<file path="src/rtl/alu_pkg.sv">
// alu_pkg: opcodes and FSM states shared by the seq_alu datapath
package alu_pkg;
  localparam logic [2:0] OP_ADD  = 3'b000;
  localparam logic [2:0] OP_SUB  = 3'b001;
  localparam logic [2:0] OP_AND  = 3'b010;
  localparam logic [2:0] OP_OR   = 3'b011;
  localparam logic [2:0] OP_SRL  = 3'b100;
  localparam logic [2:0] OP_SRA  = 3'b101;
  localparam logic [2:0] OP_MULU = 3'b110;
  localparam logic [2:0] OP_DIVU = 3'b111;
  typedef enum logic [1:0] {ST_IDLE, ST_BUSY, ST_DONE} state_t;
endpackage

</file>
<file path="src/rtl/seq_muldiv.sv">
// seq_muldiv: iterative unsigned shift-add multiply / restoring divide, one step per cycle
module seq_muldiv #(
  parameter int WIDTH = 32
) (
  input  logic             clk,
  input  logic             reset_n,
  input  logic             start,
  input  logic             div,
  input  logic [WIDTH-1:0] a,
  input  logic [WIDTH-1:0] b,
  output logic             done,
  output logic [WIDTH-1:0] lo,
  output logic [WIDTH-1:0] hi
);
  localparam int CW = $clog2(WIDTH + 1);
  logic             busy_q, busy_d, div_q, div_d, quo_bit;
  logic [WIDTH-1:0] m_q, m_d, hi_q, hi_d, lo_q, lo_d, src_hi, src_lo;
  logic [WIDTH:0]   sum, sh;
  logic [CW-1:0]    cnt_q, cnt_d;
  // The first step runs on the load edge, so WIDTH steps fit in WIDTH-1 busy cycles
  always_comb begin
    div_d   = start ? div : div_q;
    m_d     = start ? (div ? b : a) : m_q;
    src_hi  = start ? '0 : hi_q;
    src_lo  = start ? (div ? a : b) : lo_q;
    sum     = {1'b0, src_hi} + (src_lo[0] ? {1'b0, m_d} : '0);
    sh      = {src_hi, src_lo[WIDTH-1]};
    quo_bit = sh >= {1'b0, m_d};
    hi      = div_d ? (quo_bit ? sh[WIDTH-1:0] - m_d : sh[WIDTH-1:0]) : sum[WIDTH:1];
    lo      = div_d ? {src_lo[WIDTH-2:0], quo_bit} : {sum[0], src_lo[WIDTH-1:1]};
    done    = busy_q && cnt_q == CW'(WIDTH - 1);
    busy_d  = start | (busy_q & ~done);
    cnt_d   = start ? CW'(1) : busy_q ? cnt_q + CW'(1) : cnt_q;
    hi_d    = (start | busy_q) ? hi : hi_q;
    lo_d    = (start | busy_q) ? lo : lo_q;
  end
  always_ff @(posedge clk or negedge reset_n) begin
    if (!reset_n) begin
      busy_q <= 1'b0;
      div_q  <= 1'b0;
      m_q    <= '0;
      hi_q   <= '0;
      lo_q   <= '0;
      cnt_q  <= '0;
    end else begin
      busy_q <= busy_d;
      div_q  <= div_d;
      m_q    <= m_d;
      hi_q   <= hi_d;
      lo_q   <= lo_d;
      cnt_q  <= cnt_d;
    end
  end
endmodule

</file>
<file path="src/rtl/seq_alu.sv">
// seq_alu: handshaked registered ALU; define SEQ_ALU_MULDIV_EN to build iterative MULU/DIVU
module seq_alu
  import alu_pkg::*;
#(
  parameter int WIDTH = 32
) (
  input  logic             clk,
  input  logic             reset_n,
  input  logic             in_valid,
  output logic             in_ready,
  input  logic [WIDTH-1:0] A,
  input  logic [WIDTH-1:0] B,
  input  logic [2:0]       ALUOp,
  output logic             out_valid,
  input  logic             out_ready,
  output logic [WIDTH-1:0] C,
  output logic [WIDTH-1:0] D
);
  localparam int SW = $clog2(WIDTH);
  state_t           state_q, state_d;
  logic [WIDTH-1:0] c_q, c_d, d_q, d_d, alu_c, alu_d, md_lo, md_hi;
  logic [SW-1:0]    shamt;
  logic             accept, start, md_done;
  assign in_ready  = state_q == ST_IDLE || (state_q == ST_DONE && out_ready);
  assign out_valid = state_q == ST_DONE;
  assign accept    = in_valid & in_ready;
  assign shamt     = B[SW-1:0];
  assign C         = c_q;
  assign D         = d_q;
  always_comb begin
    alu_c = '0;
    alu_d = '0;
    case (ALUOp)
      OP_ADD:  alu_c = A + B;
      OP_SUB:  alu_c = A - B;
      OP_AND:  alu_c = A & B;
      OP_OR:   alu_c = A | B;
      OP_SRL:  alu_c = A >> shamt;
      OP_SRA:  alu_c = $signed(A) >>> shamt;
`ifdef SEQ_ALU_MULDIV_EN
      OP_DIVU: begin
        alu_c = '1;
        alu_d = A;
      end
`endif
      default: ;
    endcase
  end
`ifdef SEQ_ALU_MULDIV_EN
  // A zero B skips the iteration: MULU yields 0 and DIVU the divide-by-zero pattern
  assign start = accept && ALUOp[2:1] == 2'b11 && B != '0;
  seq_muldiv #(.WIDTH(WIDTH)) u_muldiv (
    .clk     (clk),
    .reset_n (reset_n),
    .start   (start),
    .div     (ALUOp[0]),
    .a       (A),
    .b       (B),
    .done    (md_done),
    .lo      (md_lo),
    .hi      (md_hi)
  );
`else
  assign start   = 1'b0;
  assign md_done = 1'b0;
  assign md_lo   = '0;
  assign md_hi   = '0;
`endif
  always_comb begin
    state_d = state_q;
    c_d     = c_q;
    d_d     = d_q;
    if (state_q == ST_BUSY) begin
      state_d = md_done ? ST_DONE : ST_BUSY;
      c_d     = md_done ? md_lo : c_q;
      d_d     = md_done ? md_hi : d_q;
    end else if (accept) begin
      state_d = start ? ST_BUSY : ST_DONE;
      c_d     = start ? c_q : alu_c;
      d_d     = start ? d_q : alu_d;
    end else if (state_q == ST_DONE && out_ready) begin
      state_d = ST_IDLE;
    end
  end
  always_ff @(posedge clk or negedge reset_n) begin
    if (!reset_n) begin
      state_q <= ST_IDLE;
      c_q     <= '0;
      d_q     <= '0;
    end else begin
      state_q <= state_d;
      c_q     <= c_d;
      d_q     <= d_d;
    end
  end
endmodule

</file>
<file path="config.mk">
export PLATFORM = sky130hd
export DESIGN_NAME = seq_alu
export DESIGN_NICKNAME = d
export VERILOG_FILES = /design/src/rtl/alu_pkg.sv /design/src/rtl/seq_muldiv.sv /design/src/rtl/seq_alu.sv
export SDC_FILE = /design/constraint.sdc
export NUM_CORES = 1
export LEC_CHECK = 0
export ABC_AREA = 1
export CAP_MARGIN = 20
export CORE_MARGIN = 2
export CORE_UTILIZATION = 50
export DETAILED_ROUTE_END_ITERATION = 7
export PLACE_DENSITY = 0.8
export SYNTH_ARGS = -nofsm -noshare
export SYNTH_HDL_FRONTEND = slang
export SYNTH_HIERARCHICAL = 1
export SYNTH_SLANG_ARGS = --single-unit
</file>
<file path="constraint.sdc">
create_clock -name clk -period 1.3 [get_ports clk]
set_input_delay 0.325 -clock clk [delete_from_list [all_inputs] [get_ports clk]]
set_output_delay 0.325 -clock clk [all_outputs]
set_load 0.05 [all_outputs]
</file>
==> results of run 1 <==
[logic make-up after synthesis]
family,after synthesis
simple gates,899
compound gates,190
fa+ha+maj,37
buf+inv,267
xor+xnor,30
flops,34
other cells,1
[per-layer routing]
layer | global-route usage (%) | GRT overflow
met2 | 106 | 310
met3 | 76.1 | 8
met1 | 84.3 | 15
met4 | 96.6 | 149
met5 | 47.4 | 1
[metrics by stage]
stage | hold slack (ps) | instances
detailed placement | 495 | 1989
global placement | 478 | 1989
CTS | 415 | 2026
floorplan | 29.4 | 1489
[what timing repair did]
| action | 4_1_cts |
|---|---|
| gates cloned | 0 |
| gates resized for setup | 287 |
| pin swaps | 138 |
| buffers inserted | 30 |
| setup endpoints to repair | 35 |
==> metrics.log, run 1 <==
[metrics] result of the run: stopped before the end
[metrics] Stopped at: global routing
[metrics] first error in the log: [ERROR GRT-0232] Routing congestion too high. Check the congestion heatmap in the GUI.
[metrics] share of async-settable or async-resettable flops after synthesis: 100%
[metrics] Num CTS Buffers: 5
[metrics] top cell type's share of synthesized area: 27.0%
[metrics] Die X: 128 um
[metrics] instance area after placement: 0.0113 sq mm
[metrics] gr usage total: 89.4%
[metrics] Post-Synth Adder-Cell Area: 6.09%
[metrics] I/O pin count: 137
[metrics] Die H: roughly 130 um
[metrics] XOR/XNOR Fraction of Synth Area: about 3.4%
[metrics] number of buffers on the longest clock path: 2
[metrics] largest area contributor in the netlist: nand2_1
[metrics] EDFF count, synth: 0
[metrics] multiplexer area fraction after synthesis: 0%
[metrics] biggest area contributors in the synthesized netlist: nand2_1 (27%), nand3_1 (11%), dfrtp_1 (11%)
[metrics] clk sink count: 34
[metrics] worst slack after detailed placement: -2430 ps
[metrics] final HPWL from detailed placement: around 30 mm
[metrics] Top FF cell, synth: dfrtp_1
[metrics] post-synthesis simple-gate area fraction: 49.1%
[metrics] Netlist Area Pre-Place: 0.00765 sq mm
[metrics] IO buf count: 104
[metrics] worst endpoint pin kind: sequential cell input
[metrics] starting density of the core: 50.7%
[metrics] CTS Root Cell: clkbuf_16
[metrics] most common cell in the synthesized netlist: nand2_1
[metrics] number of instances in the synthesized netlist: 1458
[metrics] Commonest cells post-synth: nand2_1 (551), inv_1 (177), nand3_1 (173), nor2_1 (113), o21ai_0 (63)
[metrics] mean post-synth cell area: 5.24 sq um
[metrics] maximum number of pins on one net before global-route repair: 37
[metrics] number of levels in the clock H-tree: 2
[metrics] Yosys Warn Count: 6
[metrics] # hold bufs at CTS: 0
[metrics] combinational family with the most area after synthesis: simple AND/OR/NAND/NOR gates
[metrics] endpoint with the least setup slack after the last repair: C[31]$_DFFE_PN0P_/D
[metrics] post-synthesis compound-gate area fraction: 14.4%
[metrics] Placement Rows: 45
[metrics] Seq/Total Area, Yosys: about 11%
[metrics] Final Wtd Congestion: 1.12
[metrics] number of synthesized register bits: 34
[metrics] aggregate global routing overflow: 483
[metrics] Cell variety after synth: 48
==> run 2: changes to the inputs <==
CORE_UTILIZATION = 35   (was 50)
PLACE_DENSITY = unset   (was 0.8)
PLACE_DENSITY_LB_ADDON = 0.15   (was unset)
clock period = 1.7 ns   (was 1.3 ns; I/O delays follow)
==> metrics.log, run 2 <==
[metrics] result of the run: complete, but fails checks (was stopped before the end)
[metrics] violations in the final reports: setup timing
[metrics] EDFF count, synth: 0 (unchanged)
[metrics] cells on worst reg2reg path: 7
[metrics] Placement Rows: 54 (was 45)
[metrics] area enclosed by the die boundary: 0.0230 sq mm
[metrics] Die H: 152 um (was 128 um)
[metrics] maximum fanout along the worst path: 6
[metrics] flip-flop count of the largest register after layout: 32
[metrics] minimum setup slack among reg-to-reg paths: about 400 ps
[metrics] Pre-antenna DRT Iters: 5
[metrics] routed vias: 11300
[metrics] antenna viol nets, final: 0
[metrics] crit path kind: primary input to register
[metrics] category of the worst setup path capture point: register
[metrics] number of design rule violations left after detail routing: 0
[metrics] Cell variety after synth: 48 (unchanged)
[metrics] origin of the worst min-delay path: C[9]
[metrics] number of levels in the clock H-tree: 2 (unchanged)
[metrics] mean post-synth cell area: 5.24 sq um (unchanged)
[metrics] number of failing hold endpoints at the final stage: 0
[metrics] static leakage: 7.19 nW
[metrics] unrepaired setup endpoints after global routing: yes
[metrics] Clock Pin Slew Worst Setup and Hold Paths: ~60 ps
[metrics] final critical-path share of the clock period: 173%
[metrics] insertion delay to the later sink of the worst-skew pair: 290 ps
[metrics] worst min path class: register to register
[metrics] Die X: 152 um (was 128 um)
[metrics] leading cell types in the layout, fill and taps excluded: nand2_1 (458), buf_4 (336), inv_1 (149)
[metrics] biggest area contributors in the synthesized netlist: nand2_1 (27%), nand3_1 (11%), dfrtp_1 (11%) (unchanged)
[metrics] final net count: 1986
[metrics] Yosys Warn Count: 6 (unchanged)
[metrics] number of maximum-capacitance violations: 0
[metrics] global-route wire length before repair: 60.9 mm
[metrics] IO buf count: 104 (unchanged)
[metrics] Required @ worst endpoint: 1880 ps
[metrics] proportion of layout cells with a drive suffix above 1: ~39%
[metrics] antenna diode count: 0
[metrics] maximum number of pins on one net before global-route repair: 53
[metrics] Hold Path Cell Cnt: 2
[metrics] aggregate global routing overflow: 0
[metrics] most common cell in the synthesized netlist: nand2_1 (unchanged)
[metrics] initial antenna violation count: 0
[metrics] share of async-settable or async-resettable flops after synthesis: 100% (unchanged)
[metrics] Commonest cells post-synth: nand2_1 (551), inv_1 (177), nand3_1 (173), nor2_1 (113), o21ai_0 (63) (unchanged)
[metrics] minimum hold slack: 480 ps
[metrics] Num CTS Buffers: 5 (unchanged)
[metrics] starting density of the core: 35.4% (was 50.7%)
[metrics] Seq/Total Area, Yosys: 11.1% (unchanged)
[metrics] reg-to-reg critical path endpoint: C[1]
[metrics] clock tree from TritonCTS: built
[metrics] I/O pin count: 137 (unchanged)
[metrics] Max Clk Rate: between 300 and 400 MHz
[metrics] top cell type's share of synthesized area: 27.0% (unchanged)
[metrics] clk sink count: 34 (unchanged)
[metrics] RR Startpoint: state_q[1]
[metrics] leading cell type in the layout, fill and taps excluded: nand2_1
[metrics] relative area change from synthesis to final layout: 75.5%
[metrics] number of setup violations in the final report: 32
[metrics] CP startpoint kind: primary input
[metrics] CTS Root Cell: clkbuf_16 (unchanged)
[metrics] setup ws final: -1240 ps
[metrics] number of instances in the synthesized netlist: 1458 (unchanged)
[metrics] time the worst path needs with I/O delays and setup: 2940 ps
[metrics] fill cell instance count of the final layout: 2077
[metrics] worst slack after detailed placement: -2180 ps (was -2430 ps)
[metrics] worst IR drop on VDD: approximately 0.34 mV
[metrics] wire length reported by the detailed router: 41.0 mm
[metrics] Final Slew Violations: 0
[metrics] wire per inst: between 15 and 20 um
[metrics] number of synthesized register bits: 34 (unchanged)
[metrics] Crit path arrival time: ~3100 ps
[metrics] number of DRC markers in iteration 0: 994
[metrics] power density over the cells: 599 mW/mm^2
[metrics] number of global-route vias before repair: 10700
[metrics] largest area contributor in the netlist: nand2_1 (unchanged)
[metrics] Netlist Area Pre-Place: 0.00765 sq mm (unchanged)
[metrics] via-per-instance ratio: 5.23
[metrics] number of buffers on the longest clock path: 2 (unchanged)
[metrics] final HPWL from detailed placement: 33.1 mm (was 30.1 mm)
[metrics] core area: 0.0216 sq mm
[metrics] gr usage total: 33.9%
[metrics] clock skew: 9.26 ps
[metrics] Top FF cell, synth: dfrtp_1 (unchanged)
[metrics] Final Wtd Congestion: 1.04 (was 1.12)
[metrics] Min-Delay Endpoint: C[9]
==> run 2: worst max-delay path, cell delays in order <==
cell and delay, ps:
buf_2 140, inv_4 60, buf_4 140, nand2_4 140, nor3_4 60, buf_4 130, buf_4 130, a21oi_1 150
xor2_1 200, ha_2 340, nand2_4 120, nor2_4 40, buf_4 140, a21oi_1 180, buf_4 170, nor2_1 50
nor2_1 140, nand3_1 100, nand3_1 90, nand2_1 60, nand2_1 70, nand2_1 50
==> run 2: metal layers <==
| layer | GRT usage (%) | wire, um |
|---|---|---|
| met1 | 47.6 | 18400 |
| met2 | 55.2 | 18700 |
| met3 | 2.54 | 2490 |
| met4 | 11.5 | 1480 |
| met5 | 0 | 0 |
==> run 2: what timing repair did <==
action / in CTS / in global routing
gates resized for setup: 251 / 224
buffers inserted: 42 / 27
pin swaps: 82 / 136
gates cloned: 0 / 1
endpoints found under the hold margin: 0 / 0
hold buffers: 0 / 0
setup endpoints to repair: 33 / 33
==> run 2: how the worst max path moves through the flow <==
stage	to	slack, ps	depth (start not counted)	startpoint
floorplan	C[26]	-1370	24	B[1]
finish	C[25]	-1240	22	B[2]
global route	C[31]	-1450	23	B[0]
detailed placement	C[25]	-2180	22	B[3]
global placement	C[25]	-2130	22	B[3]
CTS	C[25]	-1240	18	B[19]
==> run 2: layout make-up <==
type / count / area [sq um] / share of cell area (%)
Clock inverter: 3 / 68.8 / 0.513
Inverter: 184 / 716 / 5.33
Timing Repair Buffer: 467 / 4170 / 31.1
Multi-Input combinational cell: 1188 / 7140 / 53.2
Sequential cell: 34 / 851 / 6.34
Clock buffer: 5 / 125 / 0.933
Tap cell: 280 / 350 / 2.61
==> run 2: kinds of logic (layout without fill, tap and decap cells) <==
kind of cell / Yosys count / count (layout) / synth area share, %
and+or+nand+nor: 899 / 899 / 49.1
buffers and inverters: 267 / 659 / 15.9
AOI/OAI and AO/OA: 190 / 190 / 14.4
adders and majority gates: 37 / 37 / 6.09
DFF: 34 / 34 / 11.1
xor gates and xnor gates: 30 / 30 / 3.44
other: 1 / 32 / 0.0490
==> run 2: stage by stage <==
stage / std cells / power [mW] / TNS, ps / utilization [%] / area [sq um]
floorplan: 1489 / 3.59 / -34390 / - / 8010
global placement: 2085 / 5.84 / -58360 / 52.6 / 11400
detailed placement: 2085 / 5.86 / -59610 / 52.6 / 11400
CTS: 2134 / 7.51 / -33810 / 58.1 / 12600
global route: 2161 / 8.47 / -37150 / 62.0 / 13400
finish: 2161 / 8.04 / -32830 / 62.0 / 13400
==> run 2: power by group <==
| part | leakage [nW] | switching (mW) | internal, mW |
|---|---|---|---|
| clock | 0.0940 | 0.371 | 0.843 |
| combinational | 6.66 | 3.31 | 2.42 |
| sequential | 0.438 | 0.148 | 0.955 |
| total | 7.19 | 3.83 | 4.21 |
Power figures use the tool's default switching activity.
==> run 3: changes to the inputs <==
--- a/config.mk
+++ b/config.mk
@@ -9,3 +9,2 @@
 export CAP_MARGIN = 20
-export CORE_MARGIN = 2
 export CORE_UTILIZATION = 35
--- a/constraint.sdc
+++ b/constraint.sdc
@@ -3,2 +3,2 @@
 set_output_delay 0.425 -clock clk [all_outputs]
-set_load 0.05 [all_outputs]
+set_load 0.005 [all_outputs]
==> metrics.log, run 3 (same netlist as run 2, synthesis figures left out) <==
[metrics] aggregate global routing overflow: 0 (unchanged)
[metrics] cells on worst reg2reg path: 8 (was 7)
[metrics] worst IR drop on VDD: 0.384 mV (was 0.341 mV)
[metrics] Final Slew Violations: 0 (unchanged)
[metrics] number of levels in the clock H-tree: 2 (unchanged)
[metrics] number of DRC markers in iteration 0: 931 (was 994)
[metrics] Clock Pin Slew Worst Setup and Hold Paths: 50 ps (was 60 ps)
[metrics] I/O pin count: 137 (unchanged)
[metrics] Min-Delay Endpoint: C[2] (was C[9])
[metrics] CP startpoint kind: primary input (unchanged)
[metrics] starting density of the core: 36.0% (was 35.4%)
[metrics] Hold Path Cell Cnt: 2 (unchanged)
[metrics] footprint of the multi-input gates: 0.00747 sq mm (was 0.00714 sq mm)
[metrics] Final Wtd Congestion: 1.02 (was 1.04)
[metrics] category of the worst setup path capture point: register (unchanged)
[metrics] flip-flop count of the largest register after layout: 32 (unchanged)
[metrics] instance area after placement: 0.0114 sq mm (about the same)
[metrics] leading cell types in the layout, fill and taps excluded: nand2_1 (450), buf_4 (352), inv_1 (146) (was nand2_1 (458), buf_4 (336), inv_1 (149))
[metrics] Setup Total Neg Slack: -35490 ps (was -32830 ps)
[metrics] FF+latch area: 851 sq um (unchanged)
[metrics] Crit path arrival time: 3200 ps (was 3120 ps)
[metrics] Placement Rows: 53 (was 54)
[metrics] minimum setup slack among reg-to-reg paths: 330 ps (was 400 ps)
[metrics] reg-to-reg critical path endpoint: C[4] (was C[1])
[metrics] worst min path class: register to register (unchanged)
[metrics] initial antenna violation count: 0 (unchanged)
[metrics] time the worst path needs with I/O delays and setup: 3030 ps (was 2940 ps)
[metrics] # hold bufs at CTS: 0 (unchanged)
[metrics] metal1 wirelength: 18.0 mm (was 18.4 mm)
[metrics] maximum fanout along the worst path: 4 (was 6)
[metrics] leading cell type in the layout, fill and taps excluded: nand2_1 (unchanged)
[metrics] Num CTS Buffers: 5 (unchanged)
[metrics] wire per inst: 19.7 um (was 19.0 um)
[metrics] final net count: 2018 (was 1986)
[metrics] antenna diode count: 0 (unchanged)
[metrics] setup ws final: -1330 ps (was -1240 ps)
[metrics] RR Startpoint: state_q[1] (unchanged)
[metrics] maximum number of pins on one net before global-route repair: 37 (was 53)
[metrics] static leakage: 7.29 nW (was 7.19 nW)
[metrics] wire length reported by the detailed router: 43.2 mm (was 41.0 mm)
[metrics] length of routed met2 wiring: 20.0 mm (was 18.7 mm)
[metrics] Pre-antenna DRT Iters: 7 (was 5)
[metrics] clk sink count: 34 (unchanged)
[metrics] proportion of layout cells with a drive suffix above 1: 39.3% (was 38.9%)
[metrics] minimum hold slack: 473 ps (was 480 ps)
[metrics] Die X: 150 um (was 152 um)
[metrics] Required @ worst endpoint: 1870 ps (was 1880 ps)
[metrics] core utilization of the finished layout: 65.0% (was 62.0%)
[metrics] Die H: 150 um (was 152 um)
[metrics] routed vias: 11700 (was 11300)
[metrics] via-per-instance ratio: 5.36 (was 5.23)
[metrics] violations in the final reports: setup timing (unchanged)
[metrics] final HPWL from detailed placement: 34.0 mm (was 33.1 mm)
[metrics] core area: 0.0212 sq mm (was 0.0216 sq mm)
[metrics] relative area change from synthesis to final layout: 80.4% (was 75.5%)
[metrics] gr usage total: 36.6% (was 33.9%)
[metrics] area enclosed by the die boundary: 0.0224 sq mm (was 0.0230 sq mm)
[metrics] number of buffers on the longest clock path: 2 (unchanged)
[metrics] detailed-routed wire length on met3: 3.17 mm (was 2.49 mm)
[metrics] worst slack after detailed placement: -2110 ps (was -2180 ps)
[metrics] fill cell instance count of the final layout: 1948 (was 2077)
[metrics] antenna viol nets, final: 0 (unchanged)
[metrics] number of global-route vias before repair: 10600 (was 10700)
[metrics] number of maximum-capacitance violations: 0 (unchanged)
[metrics] IO buf count: 104 (unchanged)
[metrics] final instance area: 0.0138 sq mm (was 0.0134 sq mm)
[metrics] sum of internal, switching and leakage power: 7.30 mW (was 8.04 mW)
[metrics] power density over the cells: 529 mW/mm^2 (was 599 mW/mm^2)
[metrics] clock tree from TritonCTS: built (unchanged)
[metrics] non-filler instance count after layout: 2188 (was 2161)
[metrics] number of failing hold endpoints at the final stage: 0 (unchanged)
[metrics] number of placed instances with taps included: 2111 (was 2085)
[metrics] clock skew: 8.89 ps (was 9.26 ps)
[metrics] result of the run: complete, but fails checks (unchanged)
[metrics] origin of the worst min-delay path: C[2] (was C[9])
[metrics] unrepaired setup endpoints after global routing: yes (unchanged)
[metrics] crit path kind: primary input to register (unchanged)
[metrics] max layer used: met4 (unchanged)
[metrics] number of setup violations in the final report: 32 (unchanged)
[metrics] final critical-path share of the clock period: 178% (was 173%)
[metrics] Max Clk Rate: 330 MHz (was 340 MHz)
[metrics] insertion delay to the later sink of the worst-skew pair: 280 ps (was 290 ps)
[metrics] CTS Root Cell: clkbuf_16 (unchanged)
[metrics] global-route wire length before repair: 60.9 mm (about the same)
[metrics] number of design rule violations left after detail routing: 0 (unchanged)
-- run 3: cell count changes in the layout (fill, tap and decap cells not counted), moves of 7 or more --
cell / change
ha_4: +9
nand2_1: -8
nand2_4: +7
clkdlybuf4s50_1: +51
buf_12: -23
buf_6: +7
buf_4: +16
a21oi_1: -8
o21ai_2: -8
dlygate4sd2_1: -18
-- run 3: critical path, cell delays in order --
cell and delay (ps):
clkbuf_2 130, nor2_2 160, nand2_2 80, nor2_4 160
nand2_4 100, buf_6 130, buf_6 100, nand2_4 70
o21ai_2 60, xor2_1 140, ha_1 400, nand2_4 120
inv_1 40, nand2_1 70, nand2_2 90, a21oi_2 140
nand2_2 110, buf_4 150, buf_6 110, o21ai_4 180
nand3_2 100, nand2_1 80, nand2_1 50
-- run 3: layer usage --
layer,global-route usage (%),vias up
li1,-,5524
met1,49.2,5543
met2,61.9,559
met3,3.05,94
met4,11.0,0
met5,0,-
-- run 3: what timing repair did --
action | CTS | global route
setup buffers | 45 | 31
setup endpoints to repair | 34 | 33
gates resized for setup | 261 | 245
pin swaps | 152 | 155
-- run 3: cell type report --
cell class | instances | share of cell area (%)
repair buffers | 499 | 30.7
well taps | 275 | 2.49
multi-input cells | 1188 | 54.1
clock inverters | 3 | 0.290
inverters | 184 | 5.30
flip-flops and latches | 34 | 6.17
clock buffers | 5 | 0.907
-- run 3: worst max path at each step --
stage          startpoint  endpoint  depth (start not counted)
2_1_floorplan        B[1]     C[26]                         24
3_3_place_gp         B[1]     C[25]                         23
3_5_place_dp         B[1]     C[28]                         21
4_1_cts              B[1]     C[31]                         26
5_1_grt              B[1]     C[25]                         24
6_report             B[6]     C[13]                         23
-- run 3: where the power goes --
group	leakage [nW]	internal, mW	total, mW	switching (mW)
combinational	6.77	2.39	5.21	2.82
sequential	0.438	0.955	1.04	0.0888
clock	0.0836	0.686	1.05	0.362
total	7.29	4.03	7.30	3.27
